### config.mk
export PLATFORM = sky130hd
export DESIGN_NAME = usb_sched_flat
export DESIGN_NICKNAME = d
export VERILOG_FILES = /design/src/rtl/usb_sched_if.sv /design/src/rtl/usb_sched.sv /design/src/flat_wrapper.sv
export SDC_FILE = /design/constraint.sdc
export NUM_CORES = 1
export LEC_CHECK = 0
export BUFFER_PORTS_ARGS = -buffer_cell sky130_fd_sc_hd__buf_2
export CORE_MARGIN = 10
export CORE_UTILIZATION = 50
export DETAILED_ROUTE_END_ITERATION = 10
export PLACE_DENSITY = 0.84
export SYNTH_ARGS = -nofsm -noshare
export SYNTH_HDL_FRONTEND = slang
export SYNTH_SLANG_ARGS = --single-unit
export TNS_END_PERCENT = 5
### constraint.sdc
create_clock -name clk -period 10.68 [get_ports clk]
set_input_delay 2.136 -clock clk [delete_from_list [all_inputs] [get_ports clk]]
set_output_delay 2.136 -clock clk [all_outputs]
set_load 0.005 [all_outputs]
### src/rtl/usb_sched_if.sv
// -----------------------------------------------------------------------------
// usb_sched_if
// Handshake bundle between the transaction scheduler and usb_cs.
//   Send path : fs_send (sched->cs), fd_send (cs->sched),
//               send_btype / data_idx (sched->cs, stable while fs_send is high)
//   Read path : fs_read / read_btype (cs->sched), fd_read (sched->cs)
// Modports:
//   master - the scheduler side (usb_sched)
//   slave  - the usb_cs side
// -----------------------------------------------------------------------------
interface usb_sched_if;
    logic        fs_send;
    logic        fd_send;
    logic [3:0]  send_btype;
    logic [11:0] data_idx;
    logic        fs_read;
    logic        fd_read;
    logic [3:0]  read_btype;

    modport master (
        output fs_send, send_btype, data_idx, fd_read,
        input  fd_send, fs_read, read_btype
    );

    modport slave (
        input  fs_send, send_btype, data_idx, fd_read,
        output fd_send, fs_read, read_btype
    );
endinterface

### src/rtl/usb_sched.sv
// -----------------------------------------------------------------------------
// usb_sched
// Transaction scheduler in front of usb_cs. Arbitrates six ADC data channels
// (round robin) and one command-reply requester (strict priority), drives the
// usb_cs send handshake with bag type and data_idx, and answers the usb_cs read
// handshake independently of the send FSM.
//
// Ports:
//   clk, rst      - clock, synchronous active-high reset
//   enable        - gates new data-channel grants (commands always served)
//   ch_req[5:0]   - per-channel level requests, held until ch_done
//   ch_done[5:0]  - one-cycle completion pulse for the granted channel
//   cmd_req       - command-reply level request, held until cmd_done
//   cmd_btype     - bag type used for the command reply
//   cmd_done      - one-cycle completion pulse for the command reply
//   cmd_valid     - one-cycle pulse when an inbound packet is accepted
//   cmd_rx_btype  - bag type of the last accepted inbound packet
//   busy          - a send transaction is in progress
//   err_timeout   - sticky: fd_send did not arrive within SEND_TIMEOUT cycles
//   usb           - usb_sched_if.master handshake bundle towards usb_cs
// -----------------------------------------------------------------------------
module usb_sched #(
    parameter logic [15:0] SEND_TIMEOUT = 16'hFFFF
) (
    input  logic        clk,
    input  logic        rst,
    input  logic        enable,
    input  logic [5:0]  ch_req,
    output logic [5:0]  ch_done,
    input  logic        cmd_req,
    input  logic [3:0]  cmd_btype,
    output logic        cmd_done,
    output logic        cmd_valid,
    output logic [3:0]  cmd_rx_btype,
    output logic        busy,
    output logic        err_timeout,
    usb_sched_if.master usb
);

    localparam int         NCH      = 6;
    localparam logic [3:0] BT_DATA0 = 4'b1101;
    localparam logic [3:0] BT_DATA1 = 4'b1110;

    typedef enum logic [2:0] {
        S_IDLE,
        S_ARB,
        S_SEND,
        S_DROP,
        S_DONE
    } state_t;

    state_t      state;
    logic [2:0]  rr_ptr;
    logic [5:0]  tog;
    logic [15:0] wd_cnt;
    logic        sel_cmd;
    logic [2:0]  sel_ch;
    logic [3:0]  send_btype;
    logic [11:0] data_idx;
    logic        fd_read;

    // Round-robin search: first requesting channel at or above rr_ptr,
    // wrapping 5 -> 0.
    logic       found;
    logic [2:0] win_ch;
    logic [3:0] cand;

    // NOTE: every variable written here gets a default first, so no path
    // leaves it unassigned and no latch is inferred.
    always_comb begin
        found  = 1'b0;
        win_ch = '0;
        cand   = '0;
        for (int i = 0; i < NCH; i++) begin
            cand = {1'b0, rr_ptr} + 4'(i);
            if (cand >= 4'(NCH)) cand = cand - 4'(NCH);
            if (!found && ch_req[cand[2:0]]) begin
                found  = 1'b1;
                win_ch = cand[2:0];
            end
        end
    end

    // NOTE: sequential state uses non-blocking assignments only, so every
    // register sees the pre-edge value of every other register.
    always_ff @(posedge clk) begin
        if (rst) begin
            state       <= S_IDLE;
            rr_ptr      <= '0;
            tog         <= '0;
            wd_cnt      <= '0;
            sel_cmd     <= 1'b0;
            sel_ch      <= '0;
            send_btype  <= '0;
            data_idx    <= '0;
            ch_done     <= '0;
            cmd_done    <= 1'b0;
            err_timeout <= 1'b0;
        end else begin
            ch_done  <= '0;
            cmd_done <= 1'b0;
            wd_cnt   <= '0;
            case (state)
                S_IDLE: state <= S_ARB;

                S_ARB: begin
                    if (cmd_req) begin
                        sel_cmd    <= 1'b1;
                        sel_ch     <= '0;
                        send_btype <= cmd_btype;
                        data_idx   <= '0;
                        state      <= S_SEND;
                    end else if (enable && found) begin
                        sel_cmd    <= 1'b0;
                        sel_ch     <= win_ch;
                        send_btype <= tog[win_ch] ? BT_DATA1 : BT_DATA0;
                        data_idx   <= 12'(win_ch);
                        state      <= S_SEND;
                    end
                end

                S_SEND: begin
                    // Saturate rather than wrap so a long stall never looks fresh.
                    if (wd_cnt != '1) wd_cnt <= wd_cnt + 16'd1;
                    // Flag is set on the edge where wd_cnt becomes SEND_TIMEOUT-1,
                    // so both are visible in the same cycle.
                    if (wd_cnt + 16'd1 == SEND_TIMEOUT - 16'd1) err_timeout <= 1'b1;
                    if (usb.fd_send) state <= S_DROP;
                end

                S_DROP: begin
                    if (!usb.fd_send) begin
                        state <= S_DONE;
                        // Registered here so the pulse is high during S_DONE.
                        if (sel_cmd) cmd_done <= 1'b1;
                        else         ch_done  <= 6'd1 << sel_ch;
                    end
                end

                S_DONE: begin
                    if (!sel_cmd) begin
                        tog[sel_ch] <= ~tog[sel_ch];
                        rr_ptr      <= (sel_ch == 3'(NCH - 1)) ? 3'd0 : sel_ch + 3'd1;
                    end
                    state <= S_ARB;
                end

                default: state <= S_IDLE;
            endcase
        end
    end

    // Inbound path: one-cycle acknowledge for every fs_read, in any FSM state,
    // so an outstanding send can never block a received packet.
    always_ff @(posedge clk) begin
        if (rst) begin
            fd_read      <= 1'b0;
            cmd_valid    <= 1'b0;
            cmd_rx_btype <= '0;
        end else begin
            fd_read   <= usb.fs_read & ~fd_read;
            cmd_valid <= usb.fs_read & ~fd_read;
            if (usb.fs_read && !fd_read) cmd_rx_btype <= usb.read_btype;
        end
    end

    assign busy           = (state != S_IDLE) && (state != S_ARB);
    assign usb.fs_send    = (state == S_SEND);
    assign usb.send_btype = send_btype;
    assign usb.data_idx   = data_idx;
    assign usb.fd_read    = fd_read;

endmodule
### src/flat_wrapper.sv
// flat-port wrapper written by rule: the top's interface ports become plain ports
module usb_sched_flat 
#(
    parameter logic [15:0] SEND_TIMEOUT = 16'hFFFF
)
  (clk, rst, enable, ch_req, ch_done, cmd_req, cmd_btype, cmd_done, cmd_valid, cmd_rx_btype, busy, err_timeout, usb_fs_send, usb_send_btype, usb_data_idx, usb_fd_read, usb_fd_send, usb_fs_read, usb_read_btype);
  usb_sched_if usb_i ();
  input  logic clk;
  input  logic rst;
  input  logic enable;
  input  logic [5:0] ch_req;
  output logic [5:0] ch_done;
  input  logic cmd_req;
  input  logic [3:0] cmd_btype;
  output logic cmd_done;
  output logic cmd_valid;
  output logic [3:0] cmd_rx_btype;
  output logic busy;
  output logic err_timeout;
  output wire logic [$bits(usb_i.fs_send)-1:0] usb_fs_send;
  output wire logic [$bits(usb_i.send_btype)-1:0] usb_send_btype;
  output wire logic [$bits(usb_i.data_idx)-1:0] usb_data_idx;
  output wire logic [$bits(usb_i.fd_read)-1:0] usb_fd_read;
  input wire logic [$bits(usb_i.fd_send)-1:0] usb_fd_send;
  input wire logic [$bits(usb_i.fs_read)-1:0] usb_fs_read;
  input wire logic [$bits(usb_i.read_btype)-1:0] usb_read_btype;
  assign usb_fs_send = usb_i.fs_send;
  assign usb_send_btype = usb_i.send_btype;
  assign usb_data_idx = usb_i.data_idx;
  assign usb_fd_read = usb_i.fd_read;
  assign usb_i.fd_send = usb_fd_send;
  assign usb_i.fs_read = usb_fs_read;
  assign usb_i.read_btype = usb_read_btype;
  usb_sched #(.SEND_TIMEOUT(SEND_TIMEOUT)) u_core (.clk(clk), .rst(rst), .enable(enable), .ch_req(ch_req), .ch_done(ch_done), .cmd_req(cmd_req), .cmd_btype(cmd_btype), .cmd_done(cmd_done), .cmd_valid(cmd_valid), .cmd_rx_btype(cmd_rx_btype), .busy(busy), .err_timeout(err_timeout), .usb(usb_i));
endmodule
* Yosys cells after proc, flatten, opt, wreduce, memory -nomap -nowiden
Cells that the tools add are included.
** Operators by class
- Add/subtract/negate cells :: 13
- Multipliers :: 0
- Divide/modulo/power cells :: 0
- Magnitude comparators :: 15
- Eq/ne operators :: 11
- Shift-type cells :: 1
- Multiplexer cells :: 53
- Bitwise gates (word level) :: 7
- Reductions and logical operators :: 26
** Operators with widths (number)
- 3-bit 2-to-1 mux :: 19
- 3-bit by 4-bit less-than comparator with 1-bit output, second input constant :: 8
- 1-bit binary-select mux with 3-bit select :: 8
- 12-bit 2-to-1 mux :: 2
- 4-bit by 3-bit >= comparator with 1-bit output, second input constant :: 5
- 1-bit 2-to-1 mux :: 18
- 3-bit subtractor, second input constant :: 6
- 16-bit by 1-bit adder with 16-bit output, second input constant :: 1
- 16-bit == test, second input constant :: 1
- 16-bit != test, second input constant :: 1
- 3-bit one-hot mux with 4 select lines :: 1
- 1-bit logical AND :: 9
- 3-bit by 2-bit adder with 4-bit output, second input constant :: 2
- 3-bit by 3-bit adder with 4-bit output, second input constant :: 2
- 4-bit 2-to-1 mux :: 2
- 6-bit bitwise mux :: 1
- 3-bit by 2-bit == test with 1-bit output, second input constant :: 2
- 3-bit == test, second input constant :: 2
- 1-bit zero test :: 6
- 1-bit NOT :: 6
- 2-bit AND reduction :: 3
- 3-bit OR reduction :: 2
- 1-bit by 3-bit left shift with 6-bit output, first input constant :: 1
- 3-bit by 1-bit adder with 4-bit output, second input constant :: 1
- other kinds (17) :: 17
** Word-level totals
- Bits in registers :: 61
- Latch bits :: 0
- Memory bits (writable) :: 0
- Memory bits (read-only) :: 0
- Input port bits :: 20
- Output and inout bits :: 32
- Memories kept :: 0

* Longest topological paths before layout
Gate-level depths: netlist of run 1.
- Depth after elaboration :: 25
- Gate-level depth with buffers :: 17

* Least setup slack after synthesis of run 1
No wires, ideal clock.
- Path type :: input to register
- From :: input port ch_req[2]
- To :: register u_core.send_btype[1] (netlist: u_core.usb.send_btype[1])
- Setup time :: 0.096 ns
- Arrival time :: 4.257 ns
- Data required time :: 10.584 ns
- Slack :: 6.327 ns
- Cell stages on the path :: 10
- Buffers on the path :: 0
- Cell sequence :: mux4_2 > a21oi_2 > o21ai_2 > a311oi_1 > o32ai_4 > mux2i_1 > mux2_2 > mux2i_1 > a211oi_2 > o41ai_2
** Between the ends
- Word-level cells in the longest chain between the ends :: 23
** Ends and longest elaborated chain
- from (decl) :: RTL line flat_wrapper.sv:11 : input logic [5:0] ch_req;
- 1-bit binary-select mux with 3-bit select :: RTL line usb_sched.sv:77 : if (!found && ch_req[cand[2:0]]) begin
- 1-bit 2-to-1 mux (not written as such) :: RTL line usb_sched.sv:77
- 1-bit 2-to-1 mux :: RTL line usb_sched.sv:77
- 1-bit zero test :: RTL line usb_sched.sv:77
- 1-bit logical AND :: RTL line usb_sched.sv:77
- 1-bit 2-to-1 mux :: RTL line usb_sched.sv:77
- 1-bit zero test :: RTL line usb_sched.sv:77
- 1-bit logical AND :: RTL line usb_sched.sv:77
- (+7 left out)
- 1-bit zero test :: RTL line usb_sched.sv:77
- 1-bit logical AND :: RTL line usb_sched.sv:77
- 3-bit 2-to-1 mux :: RTL line usb_sched.sv:77
- 1-bit binary-select mux with 3-bit select :: RTL line usb_sched.sv:116 : send_btype <= tog[win_ch] ? BT_DATA1 : BT_DATA0;
- 1-bit 2-to-1 mux (not written as such) :: RTL line usb_sched.sv:116
- 2-bit 2-to-1 mux :: RTL line usb_sched.sv:116
- 4-bit 2-to-1 mux :: RTL line usb_sched.sv:113 : end else if (enable && found) begin
- 4-bit 2-to-1 mux :: RTL line usb_sched.sv:107 : if (cmd_req) begin
- to (signal assigned) :: RTL line usb_sched.sv:110 : send_btype <= cmd_btype;
- to (signal assigned) :: RTL line usb_sched.sv:116
- to (decl) :: RTL line usb_sched.sv:58 : logic [3:0] send_btype;
Parallel ways exist; a longest one is shown, timed or not. The select of a mux whose other input is x is not followed.
A chain may end at the register's enable or synchronous reset.

* Worst setup path in the final report of run 1
- From :: input port ch_req[5]
- To :: register u_core.data_idx[1] (netlist: u_core.usb.data_idx[1])
** Between the ends
- Word-level cells in the longest chain between the ends :: 21
** Ends and longest elaborated chain
- 1-bit binary-select mux with 3-bit select :: RTL line usb_sched.sv:77
- 1-bit 2-to-1 mux (not written as such) :: RTL line usb_sched.sv:77
- 1-bit 2-to-1 mux :: RTL line usb_sched.sv:77
- 1-bit zero test :: RTL line usb_sched.sv:77
- 1-bit logical AND :: RTL line usb_sched.sv:77
- 1-bit 2-to-1 mux :: RTL line usb_sched.sv:77
- 1-bit zero test :: RTL line usb_sched.sv:77
- 1-bit logical AND :: RTL line usb_sched.sv:77
- (+5 left out)
- 1-bit logical AND :: RTL line usb_sched.sv:77
- 1-bit 2-to-1 mux :: RTL line usb_sched.sv:77
- 1-bit zero test :: RTL line usb_sched.sv:77
- 1-bit logical AND :: RTL line usb_sched.sv:77
- 1-bit 2-to-1 mux :: RTL line usb_sched.sv:77
- 1-bit logical AND :: RTL line usb_sched.sv:113
- 2-bit nonzero test (no source line)
- 2-bit AND reduction (no source line)
- to (signal assigned) :: RTL line usb_sched.sv:117 : data_idx <= 12'(win_ch);
- to (decl) :: RTL line usb_sched.sv:59 : logic [11:0] data_idx;
Parallel ways exist; a longest one is shown, timed or not. The select of a mux whose other input is x is not followed.

==> metrics, run 1 <==
status finished, final reports clean; Finished Core Util 57.7%; RR Endpoint u_core.usb.data_idx[1]; total track usage 13.9%; dominant delay contributor by cell family on the critical path simple AND/OR/NAND/NOR gates; H-Tree Depth 2; largest area contributor in the netlist dfxtp_1; CTS tree done; final antenna-violating net count 0; # Post-CTS Setup Buffers 0; Fill cells 534; CP Max Fanout 13; CTS root buf clkbuf_8; YS warnings 0; fin area 0.00347 mm2; NumNets Final 431; RSZ-0062 raised after global routing no; worst min path class reg -> reg; slew at the pin with the worst max-slew slack 583 ps; post-synthesis sequential area ratio 31.1%; fmax 227 MHz; CP Buf/Inv Count 1; synthesized area 0.00316 mm2; I/O pins 52; largest net degree at the start of global routing 30; number of max-cap violations 0; die height 99.5 um; vias after detailed routing 2,718; Num CTS Buffers 5; worst-path cell chain buf_2 > mux2i_1 > nand2_1 > a32oi_1 > nor4b_4 > nand4b_1 > a21o_1 > nand3_1 > nor3_1 > a21oi_1 > nor2_1; number of synthesized flops with an enable pin 0; VDD IR max 0.142 mV; Reg clk slew, reported paths 90 ps; TritonRoute pass-1 iters 4; setup TNS 0 ps; Die W 99.5 um; share of cells above drive strength 1 20.3%; # port buffers 42; post-layout power 0.406 mW; Overflow after GRT 0; Final Setup Violations 0; PostCTS Resize Cnt 0; crit path DAT 4580 ps; vias in the first global route 2,662; Fin Clk Skew 6.16 ps; R2R Path Start u_core.rr_ptr[1]; CTS sink cnt 49; min Tclk post-route 4410 ps; Synth top area share 31.1%; CTS max path bufs 2; WHS Endpoint u_core.usb.send_btype[2]; Distinct cells, synth 70; Async SR Flop Fraction 0%; placed cell areas 0.00334 mm2; row cnt 28; Synth Register Bits 49; Starting Density 52.4%; final period utilization 41.3%; initial antenna violation count 0; hold_buf cts 0; Worst-Skew Late Latency 310 ps; DRT iter0 DRCs 167; crit end category flip-flop; Syn Inst Count 367; critical path class in -> reg; mean post-synth cell area 8.60 um2; # diodes 0; max incr delay on CP 440 ps; worst hold start u_core.usb.send_btype[2]; die area 0.00989 mm2; Leak Pwr 1.41 nW; area grow syn2layout 10.1%; Top FF cell, synth dfxtp_1; Slew headroom 60.8%; WP data required 10,850 ps; hold depth 2; Final Slew Violations 0; DP Wirelength 5.26 mm; DRT Wirelength 6.95 mm; first-pass GRT wire length 11.9 mm; # placed instances 467; Vias/cell 5.72; Core Area 0.00603 mm2; Final Hold Vio Count 0; worst r2r path cells 12; # DRC 0; pwr dens 117 mW/mm2; Area contributors post-synth dfxtp_1 (31%), mux2i_1 (7.3%), nor2_1 (6.2%); Slowest cell on crit path a32oi_1; FF-to-FF setup slack 6660 ps; startpoint types primary input; GPL Wtd Cong 0.877; non-filler cells, final 475; routed length per placed instance 14.6 um
per-layer routing:
layer  share of wire [%]  global-route usage, %  vias up
li1                    -                      -     1333
met1                  41                   15.8     1303
met2                  52                   24.5       72
met3                 5.6                   3.74       10
met4                 1.2                   4.19        0
met5                   0                      0        -
power by group:
part	internal, mW	switching, mW	total, mW
combinational	0.0241	0.0308	0.0549
clock	0.0942	0.0635	0.158
sequential	0.188	0.00559	0.193
cell usage after synthesis, types with 2 or more instances:
cell,number
and3_1,4
nand3b_1,4
nand2b_1,10
buf_4,10
a211oi_1,4
a21oi_1,16
o21a_1,2
buf_1,2
mux4_2,2
and2_1,2
nand2_1,25
mux2_4,2
nand4_1,4
nor3_1,16
buf_6,2
nor4_1,3
a31oi_1,2
o31ai_1,2
dfxtp_1,49
a311o_1,2
a21o_1,3
o21ai_0,8
buf_2,3
mux2_2,7
ha_1,12
inv_1,11
xnor2_1,5
nand3_1,14
a32oi_1,2
mux2i_1,23
nor2b_1,5
nor2_1,52
xor2_1,12
or3_1,3
clkbuf_1,9
per-stage QoR:
stage	hold WS [ps]	setup WS [ps]
floorplan	429	6330
global placement	444	6050
detailed placement	458	6010
CTS	475	6330
global route	497	6010
finish	471	6270
worst min-delay path, delay by kind of cell, from the launching register on:
family                 cells  cell delay, ps
AO/OA/AOI/OAI              1              60
buffers and inverters      1              50
flip-flops                 1             320
kinds of logic (layout without fill, tap and decap cells):
group | after synthesis | in the layout | synth area share [%]
other | 1 | 9 | 0.119
xor gates and xnor gates | 18 | 18 | 5.23
buffers and inverters | 39 | 64 | 6.78
and+or+nand+nor | 153 | 153 | 25.0
adders and majority gates | 12 | 12 | 4.76
muxes | 34 | 34 | 12.2
DFF | 49 | 49 | 31.1
AOI/OAI and AO/OA | 61 | 61 | 14.9
worst max-delay path by stage:
| stage | end | cells past startpoint | startpoint |
|---|---|---|---|
| finish | u_core.usb.data_idx[1] | 11 | ch_req[5] |
| detailed placement | u_core.usb.data_idx[2] | 11 | ch_req[2] |
| global route | u_core.usb.data_idx[0] | 11 | ch_req[5] |
| global placement | u_core.usb.send_btype[1] | 11 | ch_req[2] |
| floorplan | u_core.usb.send_btype[1] | 10 | ch_req[2] |
| CTS | u_core.usb.data_idx[1] | 11 | ch_req[2] |
state kept, by name, summed over array words and instances (netlist names):
register and cells:
u_core.usb.data_idx 3, u_core.tog 6, u_core.err_timeout 1, u_core.usb.send_btype 4
u_core.cmd_rx_btype 4, u_core.ch_done 6, u_core.cmd_done 1, u_core.sel_cmd 1
u_core.rr_ptr 3, u_core.state 3, u_core.cmd_valid 1, u_core.wd_cnt 16
placed cells by master (no fill, tap or decap), types with 3 or more instances in the layout:
cell | netlist | final
nand3b_1 | 4 | 4
mux2i_1 | 23 | 23
a211oi_1 | 4 | 4
o21ai_0 | 8 | 8
nor2_1 | 52 | 52
nand2b_1 | 10 | 10
a21oi_1 | 16 | 16
mux2_2 | 7 | 7
nor3_1 | 16 | 16
nand4_1 | 4 | 4
buf_2 | 3 | 42
xor2_1 | 12 | 12
a21o_1 | 3 | 3
nand2_1 | 25 | 25
nand3_1 | 14 | 14
xnor2_1 | 5 | 5
nor2b_1 | 5 | 5
inv_1 | 11 | 11
ha_1 | 12 | 12
clkbuf_8 | 0 | 5
conb_1 | 1 | 9
or3_1 | 3 | 3
nor4_1 | 3 | 3
dfxtp_1 | 49 | 49
and3_1 | 4 | 4
final cells by class:
type,instances,area (um2),area share (%)
clock inverters,3,68.8,1.98
clock buffers,5,68.8,1.98
flip-flops and latches,49,981,28.2
inverters,12,45.0,1.30
repair buffers,44,225,6.48
well taps,75,93.8,2.70
multi-input cells,287,1990,57.3
Note: power is estimated with default switching activity, not from simulation.
==> inputs of run 2 (changes only) <==
--- a/config.mk
+++ b/config.mk
@@ -9,7 +9,7 @@
 export CORE_MARGIN = 10
 export CORE_UTILIZATION = 50
 export DETAILED_ROUTE_END_ITERATION = 10
-export PLACE_DENSITY = 0.84
+export PLACE_DENSITY = 0.87
 export SYNTH_ARGS = -nofsm -noshare
 export SYNTH_HDL_FRONTEND = slang
 export SYNTH_SLANG_ARGS = --single-unit
==> constraint.sdc (replaced) <==
create_clock -name clk -period 3.7 [get_ports clk]
set_input_delay 0.74 -clock clk [delete_from_list [all_inputs] [get_ports clk]]
set_output_delay 0.74 -clock clk [all_outputs]
set_load 0.005 [all_outputs]
==> metrics, run 2 (synthesis gave the netlist of run 1 again) <==
WP data required 3900 ps (-6950 ps); final antenna-violating net count 0 (unchanged); die height 99.5 um (unchanged); setup TNS 0 ps (unchanged); # DRC 0 (unchanged); slew at the pin with the worst max-slew slack 585 ps (+1.77 ps); final period utilization 97.0%; CTS tree done; crit path DAT 3790 ps (-790 ps); Core Area 0.00603 mm2 (unchanged); # placed instances 472 (+1.1%); routed length per placed instance 14.8 um (+1.2%); min Tclk post-route 3590 ps; startpoint types flip-flop; post-layout power 1.09 mW (+170%); CTS root buf clkbuf_8; DRT Wirelength 7.10 mm (+2.1%); commonest non-fill, non-tap cell in the layout nor2_1; Largest Register u_core.wd_cnt; TritonRoute pass-1 iters 4 (unchanged); GPL Wtd Cong 0.930 (+6.0%); total track usage 13.8% (-0.061 points); vias in the first global route 2,601 (-2.3%); Fill cells 524 (-1.9%); Starting Density 52.4% (unchanged); crit end category flip-flop; Worst-Skew Late Latency 290 ps (-20 ps); Num CTS Buffers 5 (unchanged); multi-input combinational cell area 0.00201 mm2 (+0.75%); area grow syn2layout 10.8%; VDD IR max 0.416 mV (+190%); row cnt 28 (unchanged); hold_buf cts 0 (unchanged); CTS max path bufs 2 (unchanged); NumNets Final 436 (+1.2%); number of max-cap violations 0 (unchanged); Final Setup Violations 0 (unchanged); critical path class reg -> reg; Slew headroom 61.0% (+0.16 points); I/O pins 52 (unchanged); Fin Clk Skew 4.66 ps (-1.50 ps); Vias/cell 5.67 (-0.94%); Setup WS pre-CTS 233 ps (-5780 ps); Leak Pwr 1.42 nW (+0.69%); largest net degree at the start of global routing 30 (unchanged); Final Slew Violations 0 (unchanged); CP Max Fanout 10 (-3); Final Hold Vio Count 0 (unchanged); Top Registers u_core.wd_cnt x16, u_core.ch_done x6, u_core.tog x6; Hold WS 459 ps (-12.6 ps); worst min path class reg -> reg; # Post-CTS Setup Buffers 0 (unchanged); fmax 278 MHz; max reg flops 16 (unchanged); PnR worst setup slack 109 ps (-6170 ps); DRT iter0 DRCs 135 (-19%); RSZ-0062 raised after global routing no; # port buffers 42 (unchanged); non-filler cells, final 479 (+0.84%); status finished, final reports clean; die area 0.00989 mm2 (unchanged); pwr dens 313 mW/mm2 (+170%); # diodes 0 (unchanged); DP Wirelength 5.44 mm (+3.5%); share of cells above drive strength 1 21.5% (+1.3 points); Die W 99.5 um (unchanged); initial antenna violation count 0 (unchanged); commonest non-fill, non-tap cells in the layout nor2_1 (52), dfxtp_1 (49), buf_2 (42); Reg clk slew, reported paths 90 ps (about the same); PostCTS Resize Cnt 0 (unchanged); first-pass GRT wire length 11.8 mm (-0.30%); H-Tree Depth 2 (unchanged); storage element area 981 um2 (unchanged); CTS sink cnt 49 (unchanged); vias after detailed routing 2,715 (-0.11%); Overflow after GRT 0 (unchanged)
==> run 2: cell types whose count changed in the layout (fill, tap and decap cells not counted) <==
cell | previous run | this run
o21bai_4 | 0 | 1
nand3_2 | 0 | 1
nand3_1 | 14 | 13
bufinv_16 | 2 | 1
ha_1 | 12 | 11
ha_2 | 0 | 1
o21bai_2 | 1 | 0
buf_4 | 2 | 7
==> run 2: per-layer routing <==
layer  wire [um]  GRT usage, %  share of wire [%]
met1        2850          16.0                 40
met2        3750          25.1                 53
met3         396          3.25                5.6
met4          97          2.98                1.4
met5           0             0                  0
==> run 2: metrics by stage <==
| stage | util [%] | instance area [um2] |
|---|---|---|
| after floorplan | - | 3190 |
| after global placement | 56.0 | 3370 |
| after detailed placement | 56.0 | 3370 |
| after CTS | 57.8 | 3480 |
| after global routing | 58.0 | 3500 |
| final | 58.0 | 3500 |
==> run 2: cell type report <==
| class | instances | share of cell area (%) |
|---|---|---|
| Timing Repair Buffer | 49 | 7.51 |
| Clock buffer | 5 | 1.97 |
| Multi-Input combinational cell | 287 | 57.4 |
| Sequential cell | 49 | 28.1 |
| Inverter | 12 | 1.29 |
| Tap cell | 75 | 2.68 |
| Clock inverter | 2 | 1.11 |
==> run 2: worst max-delay path, cell delays in order (launching register included) <==
cell	delay, ps
dfxtp_1	350
inv_1	90
ha_1	490
mux4_2	550
a21oi_2	180
o21ai_2	130
nor4b_4	460
inv_2	60
o31ai_1	290
a2bb2oi_1	180
mux2i_1	280
a211oi_2	140
o41ai_2	290
==> run 2: worst paths after layout <==
check                                         startpoint                       end  slack, ps  cells past startpoint
worst max-delay path                    u_core.rr_ptr[0]  u_core.usb.send_btype[1]        110                     12
worst min-delay path            u_core.usb.send_btype[2]  u_core.usb.send_btype[2]        460                      2
worst max register to register          u_core.rr_ptr[0]  u_core.usb.send_btype[1]        110                     12
worst min register to register  u_core.usb.send_btype[2]  u_core.usb.send_btype[2]        460                      2
==> run 2: where the power goes <==
part           total, mW  internal (mW)  switching [mW]
Clock              0.371          0.200           0.171
Combinational      0.166         0.0715          0.0947
Sequential         0.557          0.541          0.0156
Total               1.09          0.813           0.282
